--- src/rtl/fetch_queue_pkg.sv ---
// rtl/fetch_queue_pkg.sv - shared CPU constants and entry type for the fetch queue
package fetch_queue_pkg;

    localparam int FQ_XLEN  = 32;
    localparam int FQ_DEPTH = 4;

    typedef struct packed {
        logic [FQ_XLEN-1:0] pc;
        logic [FQ_XLEN-1:0] instr;
    } fq_entry_t;

    // addi x0, x0, 0: what decode issues while the queue has nothing valid
    localparam logic [FQ_XLEN-1:0] FQ_NOP = 32'h0000_0013;

endpackage

--- src/rtl/fetch_queue_mem.sv ---
// rtl/fetch_queue_mem.sv - DEPTH x WIDTH register array, one sync write, one async read
module fetch_queue_mem #(
    parameter int DEPTH = 4,
    parameter int WIDTH = 64,
    localparam int AW   = $clog2(DEPTH)
) (
    input  logic             clk,
    input  logic             wr_en,
    input  logic [AW-1:0]    wr_addr,
    input  logic [WIDTH-1:0] wr_data,
    input  logic [AW-1:0]    rd_addr,
    output logic [WIDTH-1:0] rd_data
);

    // Contents are deliberately left unreset; occupancy tracking guards reads.
    logic [WIDTH-1:0] mem_q [DEPTH];

    always_ff @(posedge clk) begin
        if (wr_en) begin
            mem_q[wr_addr] <= wr_data;
        end
    end

    assign rd_data = mem_q[rd_addr];

endmodule

--- src/rtl/fetch_queue.sv ---
// rtl/fetch_queue.sv - in-order {pc, instr} prefetch buffer between fetch and decode
module fetch_queue
    import fetch_queue_pkg::*;
#(
    parameter int DEPTH = FQ_DEPTH,
    parameter int XLEN  = FQ_XLEN
) (
    input  logic                       clk,
    input  logic                       rst_n,
    input  logic                       flush,
    input  logic                       push_valid,
    output logic                       push_ready,
    input  logic [XLEN-1:0]            push_pc,
    input  logic [XLEN-1:0]            push_instr,
    output logic                       pop_valid,
    input  logic                       pop_ready,
    output logic [XLEN-1:0]            pop_pc,
    output logic [XLEN-1:0]            pop_instr,
    output logic [$clog2(DEPTH+1)-1:0] count
);

    localparam int AW = $clog2(DEPTH);
    localparam int CW = $clog2(DEPTH+1);

    logic [AW-1:0]     wr_ptr_q, wr_ptr_d;
    logic [AW-1:0]     rd_ptr_q, rd_ptr_d;
    logic [CW-1:0]     count_q, count_d;
    logic              push_fire, pop_fire, wr_en;
    logic [2*XLEN-1:0] head;

    // push_ready looks only at occupancy so decode never reaches fetch combinationally.
    assign push_ready = (count_q != CW'(DEPTH));
    assign pop_valid  = (count_q != '0);
    assign push_fire  = push_valid && push_ready;
    assign pop_fire   = pop_valid && pop_ready;
    assign wr_en      = push_fire && !flush;

    always_comb begin
        wr_ptr_d = wr_ptr_q;
        rd_ptr_d = rd_ptr_q;
        count_d  = count_q;
        if (flush) begin
            wr_ptr_d = '0;
            rd_ptr_d = '0;
            count_d  = '0;
        end else begin
            if (push_fire) begin
                wr_ptr_d = wr_ptr_q + AW'(1);
            end
            if (pop_fire) begin
                rd_ptr_d = rd_ptr_q + AW'(1);
            end
            unique case ({push_fire, pop_fire})
                2'b10:   count_d = count_q + CW'(1);
                2'b01:   count_d = count_q - CW'(1);
                default: count_d = count_q;
            endcase
        end
    end

    always_ff @(posedge clk or negedge rst_n) begin
        if (!rst_n) begin
            wr_ptr_q <= '0;
            rd_ptr_q <= '0;
            count_q  <= '0;
        end else begin
            wr_ptr_q <= wr_ptr_d;
            rd_ptr_q <= rd_ptr_d;
            count_q  <= count_d;
        end
    end

    fetch_queue_mem #(
        .DEPTH (DEPTH),
        .WIDTH (2*XLEN)
    ) u_mem (
        .clk     (clk),
        .wr_en   (wr_en),
        .wr_addr (wr_ptr_q),
        .wr_data ({push_pc, push_instr}),
        .rd_addr (rd_ptr_q),
        .rd_data (head)
    );

    assign pop_pc    = pop_valid ? head[2*XLEN-1:XLEN] : '0;
    assign pop_instr = pop_valid ? head[XLEN-1:0]      : '0;
    assign count     = count_q;

endmodule

--- config.mk ---
export PLATFORM = sky130hd
export DESIGN_NAME = fetch_queue
export DESIGN_NICKNAME = d
export VERILOG_FILES = /design/src/rtl/fetch_queue_pkg.sv /design/src/rtl/fetch_queue_mem.sv /design/src/rtl/fetch_queue.sv
export SDC_FILE = /design/constraint.sdc
export NUM_CORES = 1
export LEC_CHECK = 0
export CORE_AREA = 2 2 163 165
export CTS_BUF_LIST = sky130_fd_sc_hd__clkbuf_2
export CTS_CLUSTER_DIAMETER = 150
export CTS_CLUSTER_SIZE = 40
export DETAILED_ROUTE_END_ITERATION = 16
export DIE_AREA = 0 0 165 167
export SETUP_SLACK_MARGIN = 0.02
export SKIP_CTS_REPAIR_TIMING = 1
export SLEW_MARGIN = 20
export SYNTH_ARGS = -nofsm -noshare
export SYNTH_HDL_FRONTEND = slang
export SYNTH_SLANG_ARGS = --single-unit
--- constraint.sdc ---
create_clock -name clk -period 3.34 [get_ports clk]
set_input_delay 0.501 -clock clk [delete_from_list [all_inputs] [get_ports clk]]
set_output_delay 0.501 -clock clk [all_outputs]
set_load 0.005 [all_outputs]
==> results of run 1 <==
power breakdown:
part | switching, mW | leakage (nW) | internal, mW
Combinational | 0.716 | 2.25 | 1.15
Clock | 0.893 | 0.0721 | 0.137
Sequential | 0.0471 | 2.41 | 3.76
state kept, by name (all words and copies together), names as in the netlist:
register     count
count            3
rd_ptr_q         2
u_mem.mem_q    256
wr_ptr_q         2
worst reg2reg max path, delay by kind of cell, from the launching register on:
| kind | cells | cell delay, ns |
|---|---|---|
| AO/OA/AOI/OAI | 2 | 0.42 |
| adder cells (fa/ha/maj) | 1 | 0.42 |
| flip-flops | 1 | 0.59 |
| AND/OR/NAND/NOR | 3 | 1.21 |
metal layers:
layer | vias to the layer above | GRT usage, % | wire (um)
met1 | 2787 | 20.4 | 9710
met4 | 0 | 2.91 | 329
met2 | 159 | 24.4 | 11100
li1 | 2369 | - | -
met5 | - | 0 | 0
met3 | 20 | 3.09 | 1280
area by class of cell:
class | instances | share of cell area [%]
clock buffers | 15 | 0.563
clock inverters | 1 | 0.150
inverters | 3 | 0.0844
multi-input cells | 180 | 17.4
flip-flops and latches | 263 | 59.0
well taps | 335 | 3.14
repair buffers | 256 | 19.6
worst max path at each step:
| stage | depth (start not counted) | from | to |
|---|---|---|---|
| 2_1_floorplan | 4 | count[0] | u_mem.mem_q[0][0] |
| 3_3_place_gp | 6 | pop_ready | count[2] |
| 3_5_place_dp | 6 | pop_ready | count[2] |
| 4_1_cts | 4 | count[0] | pop_instr[27] |
| 5_1_grt | 7 | rd_ptr_q[0] | pop_pc[14] |
| 6_report | 7 | rd_ptr_q[0] | pop_instr[14] |
Yosys cell counts, drive strengths merged (2+ instances only):
| master | count | share of area [%] |
|---|---|---|
| nor2 | 7 | 0.26 |
| buf | 14 | 1.0 |
| o21ai | 2 | 0.098 |
| a21o | 2 | 0.15 |
| inv | 3 | 0.11 |
| edfxtp | 256 | 75 |
| clkbuf | 10 | 0.37 |
| nand2 | 5 | 0.18 |
| mux4 | 64 | 14 |
| nand3 | 5 | 0.25 |
| ha | 4 | 0.49 |
| xnor2 | 2 | 0.17 |
| dfrtp | 7 | 1.7 |
| and2 | 68 | 4.2 |
| or3 | 2 | 0.12 |
| a21oi | 4 | 0.20 |
| xor2 | 3 | 0.26 |
stage by stage:
stage               setup slack [ns]  hold slack [ns]  TNS [ns]  power (mW)
floorplan                      0.482            0.205         0        4.52
global placement               0.623            0.552         0        5.18
detailed placement             0.474            0.580         0        5.21
CTS                           -0.543           -0.401    -31.67        6.23
global route                  -0.233          -0.0139     -6.23        7.01
finish                       -0.0714           0.0561    -0.618        6.70
cell families after synthesis:
| logic type | Yosys count | synth area share, % |
|---|---|---|
| DFF | 263 | 77.0 |
| and+or+nand+nor | 95 | 5.57 |
| muxes | 64 | 14.1 |
| buffers and inverters | 27 | 1.48 |
| AOI/OAI and AO/OA | 11 | 0.662 |
| xor gates and xnor gates | 5 | 0.429 |
| adders and majority gates | 5 | 0.687 |
==> summary.md, run 1 <==
| Metric | Value |
|---|---|
| Status | finished, violations left |
| Failing checks | setup timing |
| Slew Viols, Final | 0 |
| Fin worst setup slack | -0.0714 ns |
| VDD IR max | 0.451 mV |
| Vias in the first global route | 5388 |
| Worst Max-Slew Pin Slew | 0.658 ns |
| Clock transition at path regs | 0.66 ns |
| # Max-Cap Violations | 0 |
| Total number of vias | 5335 |
| Setup slack, reg-to-reg | 0.67 ns |
| Syn avg cell area | 21.7 sq um |
| Yosys warning total | 0 |
| Gp weighted congestion | between 0.7 and 0.8 |
| Area growth, synth to finish | 30.8% |
| CTS sink count | 263 |
| Htree depth | 1 |
| Sequential fraction of the synthesis area | a little under 80% |
| Clk root buf | clkbuf_2 |
| Commonest non-fill, non-tap cell in the layout | edfxtp_1 |
| Crit Path Max Fanout | 6 |
| Port Buffers | 137 |
| Clock latency reported for the late side of the worst-skew pair | 0.97 ns |
| Synth Flop Type | edfxtp_1 |
| DP Wirelength | 12300 um |
| CP max stage delay | 0.69 ns |
| Final setup vio count | 17 |
| HP Start | push_instr[18] |
| Total routed wirelength | approximately 22000 um |
| Critical R2R Capture | count[2] |
| DIE AREA | between 20000 and 30000 sq um |
| Slowest CP cell | dfrtp_4 |
| Bufs and invs on worst path | 5 |
| Worst Path Arrival | 2.91 ns |
| Worst Hold Endpoint | u_mem.mem_q[3][18] |
| Max Buffers Root-to-Sink | 3 |
| Cell mode on critical path | buf_6 |
| Post-Syn Instances | 470 |
| Die Height | 167 um |
| Tot GR Track Use | 14.8% |
| Power density cells | 502 nW/um^2 |
| Finished Core Util | 51.8% |
| Routed length per placed instance | 21.3 um |
| CP endpoint kind | output port |
| R2R depth | 6 |
| Hold Path Cell Cnt | 1 |
| Num rows | 59 |
| Post-synth EDFFs | about 260 |
| Fmax | 293 MHz |
| Leak | 4.73 nW |
| Final min period | between 3 and 4 ns |
| Final Skew | 0.103 ns |
| Hold crit path type | input pin to register |
| # fillers | about 2100 |
| Largest net degree at the start of global routing | slightly below 70 |
| Num CTS Buffers | 10 |
| Area of the multi-input gates | 2330 sq um |
| Mapped Area | 10200 sq um |
| Setup CP Type | register to output port |
| #FFs+latches synth | 263 |
| Count of cell types in the netlist | 31 |
| Antenna viol nets, final | 0 |
| Initial drt markers | 313 |
| Io pins | 138 |
| Final non-filler cell total | 1053 |
| RR Startpoint | count[0] |
| Syn Nets | 544 |
| Die W | roughly 170 um |
| RSZ-0062 raised after global routing | true |
| First-pass GRT wire length | around 31000 um |
| Hold Vio Cnt, Final | 0 |
| CTS tree | done |
| Cell area after layout | around 13000 sq um |
| Placed Instance Area | approximately 12000 sq um |
| # DRC | 0 |
| Initial antenna violation count | 0 |
| Commonest cells after routing, fill and taps aside | edfxtp_1, clkdlybuf4s50_1, mux4_2 |
| Placeable Area | between 20000 and 30000 sq um |
| Inserted Diodes | 0 |
| CP Launch Type | register |
| Share of layout cells above drive strength 1 | 39.4% |
| Final net count | 788 |
| Tcrit/Tclk final | 102% |
| Total grt overflow | 0 |
| WP data required | 2.84 ns |
| Worst path cell trace | buf_12, buf_6, clkbuf_16, buf_6, mux4_2, and2_4, buf_6 |
| First-pass DRT Iterations | 4 |
| Vias per inst | 5.07 |
| CP delay by family, top | flip-flops |
| Initial Utilization | between 30% and 40% |
| FF/Latch Area | 7870 sq um |
| Rel. slew slack | 56.1% |
| Cell count after placement | 936 |
| Async set-reset flop share out of synthesis | 2.66% |
No activity file was read; power rests on OpenSTA's default activity.
==> inputs of run 2 (changes only) <==
--- a/config.mk
+++ b/config.mk
@@ -5,12 +5,13 @@
 export SDC_FILE = /design/constraint.sdc
 export NUM_CORES = 1
 export LEC_CHECK = 0
-export CORE_AREA = 2 2 163 165
+export ABC_AREA = 1
+export CORE_AREA = 2 2 164 166
 export CTS_BUF_LIST = sky130_fd_sc_hd__clkbuf_2
 export CTS_CLUSTER_DIAMETER = 150
 export CTS_CLUSTER_SIZE = 40
 export DETAILED_ROUTE_END_ITERATION = 16
-export DIE_AREA = 0 0 165 167
+export DIE_AREA = 0 0 166 168
 export SETUP_SLACK_MARGIN = 0.02
 export SKIP_CTS_REPAIR_TIMING = 1
 export SLEW_MARGIN = 20
==> run 2 against run 1 <==
Net effect: the flow still finishes with violations (setup timing); register-to-register slack gained 0.35 ns; clock-buffer cell count shrank 3; sequential share of layout area grew 2.2 points; final cell count grew 25%; die area grew 1.2%; clock skew shrank 0.019 ns.
==> summary.md, run 2 <==
| Metric | Value |
|---|---|
| Placed Instance Area | 12200 sq um (+0.59%) |
| Synth area leader | edfxtp_1 |
| Most frequent cell after synthesis | nor2_1 |
| Gp weighted congestion | 0.722 (+2.1%) |
| Final net count | 1047 (+33%) |
| Syn Nets | 893 (+64%) |
| Wire length on met2 | 12100 um (+8.8%) |
| First-pass DRT Iterations | 6 (+2) |
| Max Buffers Root-to-Sink | 3 (unchanged) |
| Largest Register | u_mem.mem_q |
| Vias in the first global route | 6223 (+15%) |
| CTS tree | done |
| Num rows | 60 (+1.7%) |
| # DRC | 0 (unchanged) |
| Count of cell types in the netlist | 19 (-39%) |
| Hold Vio Cnt, Final | 0 (unchanged) |
| Fmax | 297 MHz (+1.2%) |
| Rel. slew slack | 54.9% (-1.2 points) |
| Setup CP Type | register to output port |
| Largest net degree at the start of global routing | 130 (+91%) |
| CP endpoint kind | output port |
| Commonest non-fill, non-tap cell in the layout | nor2_1 |
| Worst Path Arrival | 2.87 ns (-0.04 ns) |
| # Max-Cap Violations | 0 (unchanged) |
| Post-Syn Instances | 819 (+74%) |
| Synth Flop Type | edfxtp_1 |
| Vias per inst | 5.03 (-0.67%) |
| Leading cell types by count after synthesis | nor2_1, edfxtp_1, o21ai_0 |
| Slew Viols, Final | 0 (unchanged) |
| Initial drt markers | 446 (+42%) |
| Met1 Wirelength | 11200 um (+15%) |
| Final Skew | 0.0847 ns (-0.0186 ns) |
| DP Wirelength | 13100 um (+6.2%) |
| Leak | 4.59 nW (-3.0%) |
| Io pins | 138 (unchanged) |
| Finished Core Util | 48.8% (-3.0 points) |
| Syn avg cell area | 12.6 sq um (-42%) |
| Initial Utilization | 39.2% (-0.36 points) |
| Cell mode on critical path | nor2_1 |
| Mapped Area | 10300 sq um (+1.3%) |
| VDD IR max | 0.321 mV (-29%) |
| DIE AREA | 27900 sq um (+1.2%) |
| Clock transition at path regs | 0.68 ns (+0.02 ns) |
| CP max stage delay | 0.66 ns (-0.03 ns) |
| Total power | 8.08 mW (+21%) |
| Sequential fraction of the synthesis area | 76.0% (-1.0 points) |
| Total grt overflow | 0 (unchanged) |
| Worst Max-Slew Pin Slew | 0.676 ns (+0.0181 ns) |
| Post-synth EDFFs | 256 (unchanged) |
| Slowest CP cell | dfrtp_4 |
| Yosys warning total | 0 (unchanged) |
| Commonest cells after routing, fill and taps aside | nor2_1, edfxtp_1, o21ai_0 |
| Die Height | 168 um (+0.60%) |
| Worst path cell trace | buf_6, buf_12, nor2_1, nor2_1, o21ai_0, a21oi_1, clkdlybuf4s50_1 |
| Final min period | 3.37 ns (-0.0400 ns) |
| Die W | 166 um (+0.61%) |
| DR top layer | met5 |
| Area growth, synth to finish | 24.3% |
| Htree depth | 1 (unchanged) |
| Failing checks | setup timing |
| Met3 WL | 1350 um (+4.9%) |
| Share of layout cells above drive strength 1 | 8.42% (-31 points) |
| Initial antenna violation count | 3 (+3) |
| RSZ-0062 raised after global routing | true |
| Tcrit/Tclk final | 101% (-1.2 points) |
| CTS sink count | 263 (unchanged) |
| Async set-reset flop share out of synthesis | 2.66% (unchanged) |
| Final setup vio count | 11 (-6) |
| Total number of vias | 6623 (+24%) |
| Clock latency reported for the late side of the worst-skew pair | 0.91 ns (-0.06 ns) |
| WP data required | 2.84 ns (about the same) |
| Antenna viol nets, final | 0 (unchanged) |
| Max FFs per register | 256 (unchanged) |
| Setup_tns | -0.131 ns (+0.487 ns) |
| Synth top area share | 74.3% (-1.0 points) |
| Clk root buf | clkbuf_2 |
| Port Buffers | 137 (unchanged) |
| Total routed wirelength | 25000 um (+11%) |
| Routed length per placed instance | 19.0 um (-11%) |
| Cell area after layout | 12900 sq um (-3.7%) |
| First-pass GRT wire length | 34400 um (+12%) |
| Status | finished, violations left |
| Tot GR Track Use | 15.5% (+0.78 points) |
| Crit Path Max Fanout | 16 (+10) |
| #FFs+latches synth | 263 (unchanged) |
| Num CTS Buffers | 10 (unchanged) |
| Top cells by area, synth | edfxtp_1, nor2_1, o21ai_0 |
| Power density cells | 628 nW/um^2 (+25%) |
| Placeable Area | 26400 sq um (+2.3%) |
| Fin worst setup slack | -0.0314 ns (+0.0400 ns) |
| CP Launch Type | register |
| Hold crit path type | input pin to register |
## run 2: through the flow
stage               instances  hold slack, ns  setup slack [ns]
finish                   1316          0.0908           -0.0314
CTS                      1281          -0.340            -0.433
global placement         1268           0.626             0.660
detailed placement       1268           0.626             0.642
global route             1316         0.00710            -0.258
floorplan                 819           0.205            -0.792
## run 2: worst paths after layout
check                         startpoint                 end  slack (ns)  depth (start not counted)
max                          rd_ptr_q[0]           pop_pc[8]       -0.03                          7
min                        push_instr[1]   u_mem.mem_q[1][1]        0.09                          1
max reg2reg                     count[2]  u_mem.mem_q[2][18]        1.02                          5
min reg2reg                     count[2]            count[2]        0.64                          2
max in group asynchronous          rst_n         rd_ptr_q[0]        2.78                          2
min in group asynchronous          rst_n            count[1]        0.29                          2
## run 2: area by class of cell
| cell class | count | area (sq um) |
|---|---|---|
| antenna | 1 | 2.50 |
| clock buffer | 12 | 60.1 |
| clock inverter | 1 | 20.0 |
| fill | 2280 | 13500 |
| inverter | 16 | 82.6 |
| multi-input combinational | 491 | 2210 |
| sequential | 263 | 7870 |
| tap | 341 | 427 |
| timing repair buffer | 190 | 2180 |
| timing repair inverter | 1 | 5.00 |
## run 2: cell families after synthesis
logic type	after synthesis	synth area share [%]
buffers and inverters	65	3.08
AND/OR/NAND/NOR	287	10.5
AO/OA/AOI/OAI	198	9.58
XOR/XNOR	1	0.0847
flip-flops	263	76.0
adder cells (fa/ha/maj)	5	0.678
## run 2: power by group
| group | total, mW | internal (mW) | switching [mW] |
|---|---|---|---|
| clock | 1.01 | 0.114 | 0.892 |
| combinational | 3.17 | 1.53 | 1.64 |
| sequential | 3.90 | 3.84 | 0.0612 |
## run 2: routing by layer
layer | vias to the layer above | track usage [%]
li1 | 3189 | -
met1 | 3224 | 21.0
met2 | 186 | 26.8
met3 | 22 | 2.21
met4 | 2 | 3.40
met5 | - | 0
## run 2: worst max-delay path: cells and delay by family, from the launching register on
family          cells  cell delay [ns]
flops               1             0.66
simple gates        2             0.13
compound gates      2             0.31
buf+inv             3             0.86
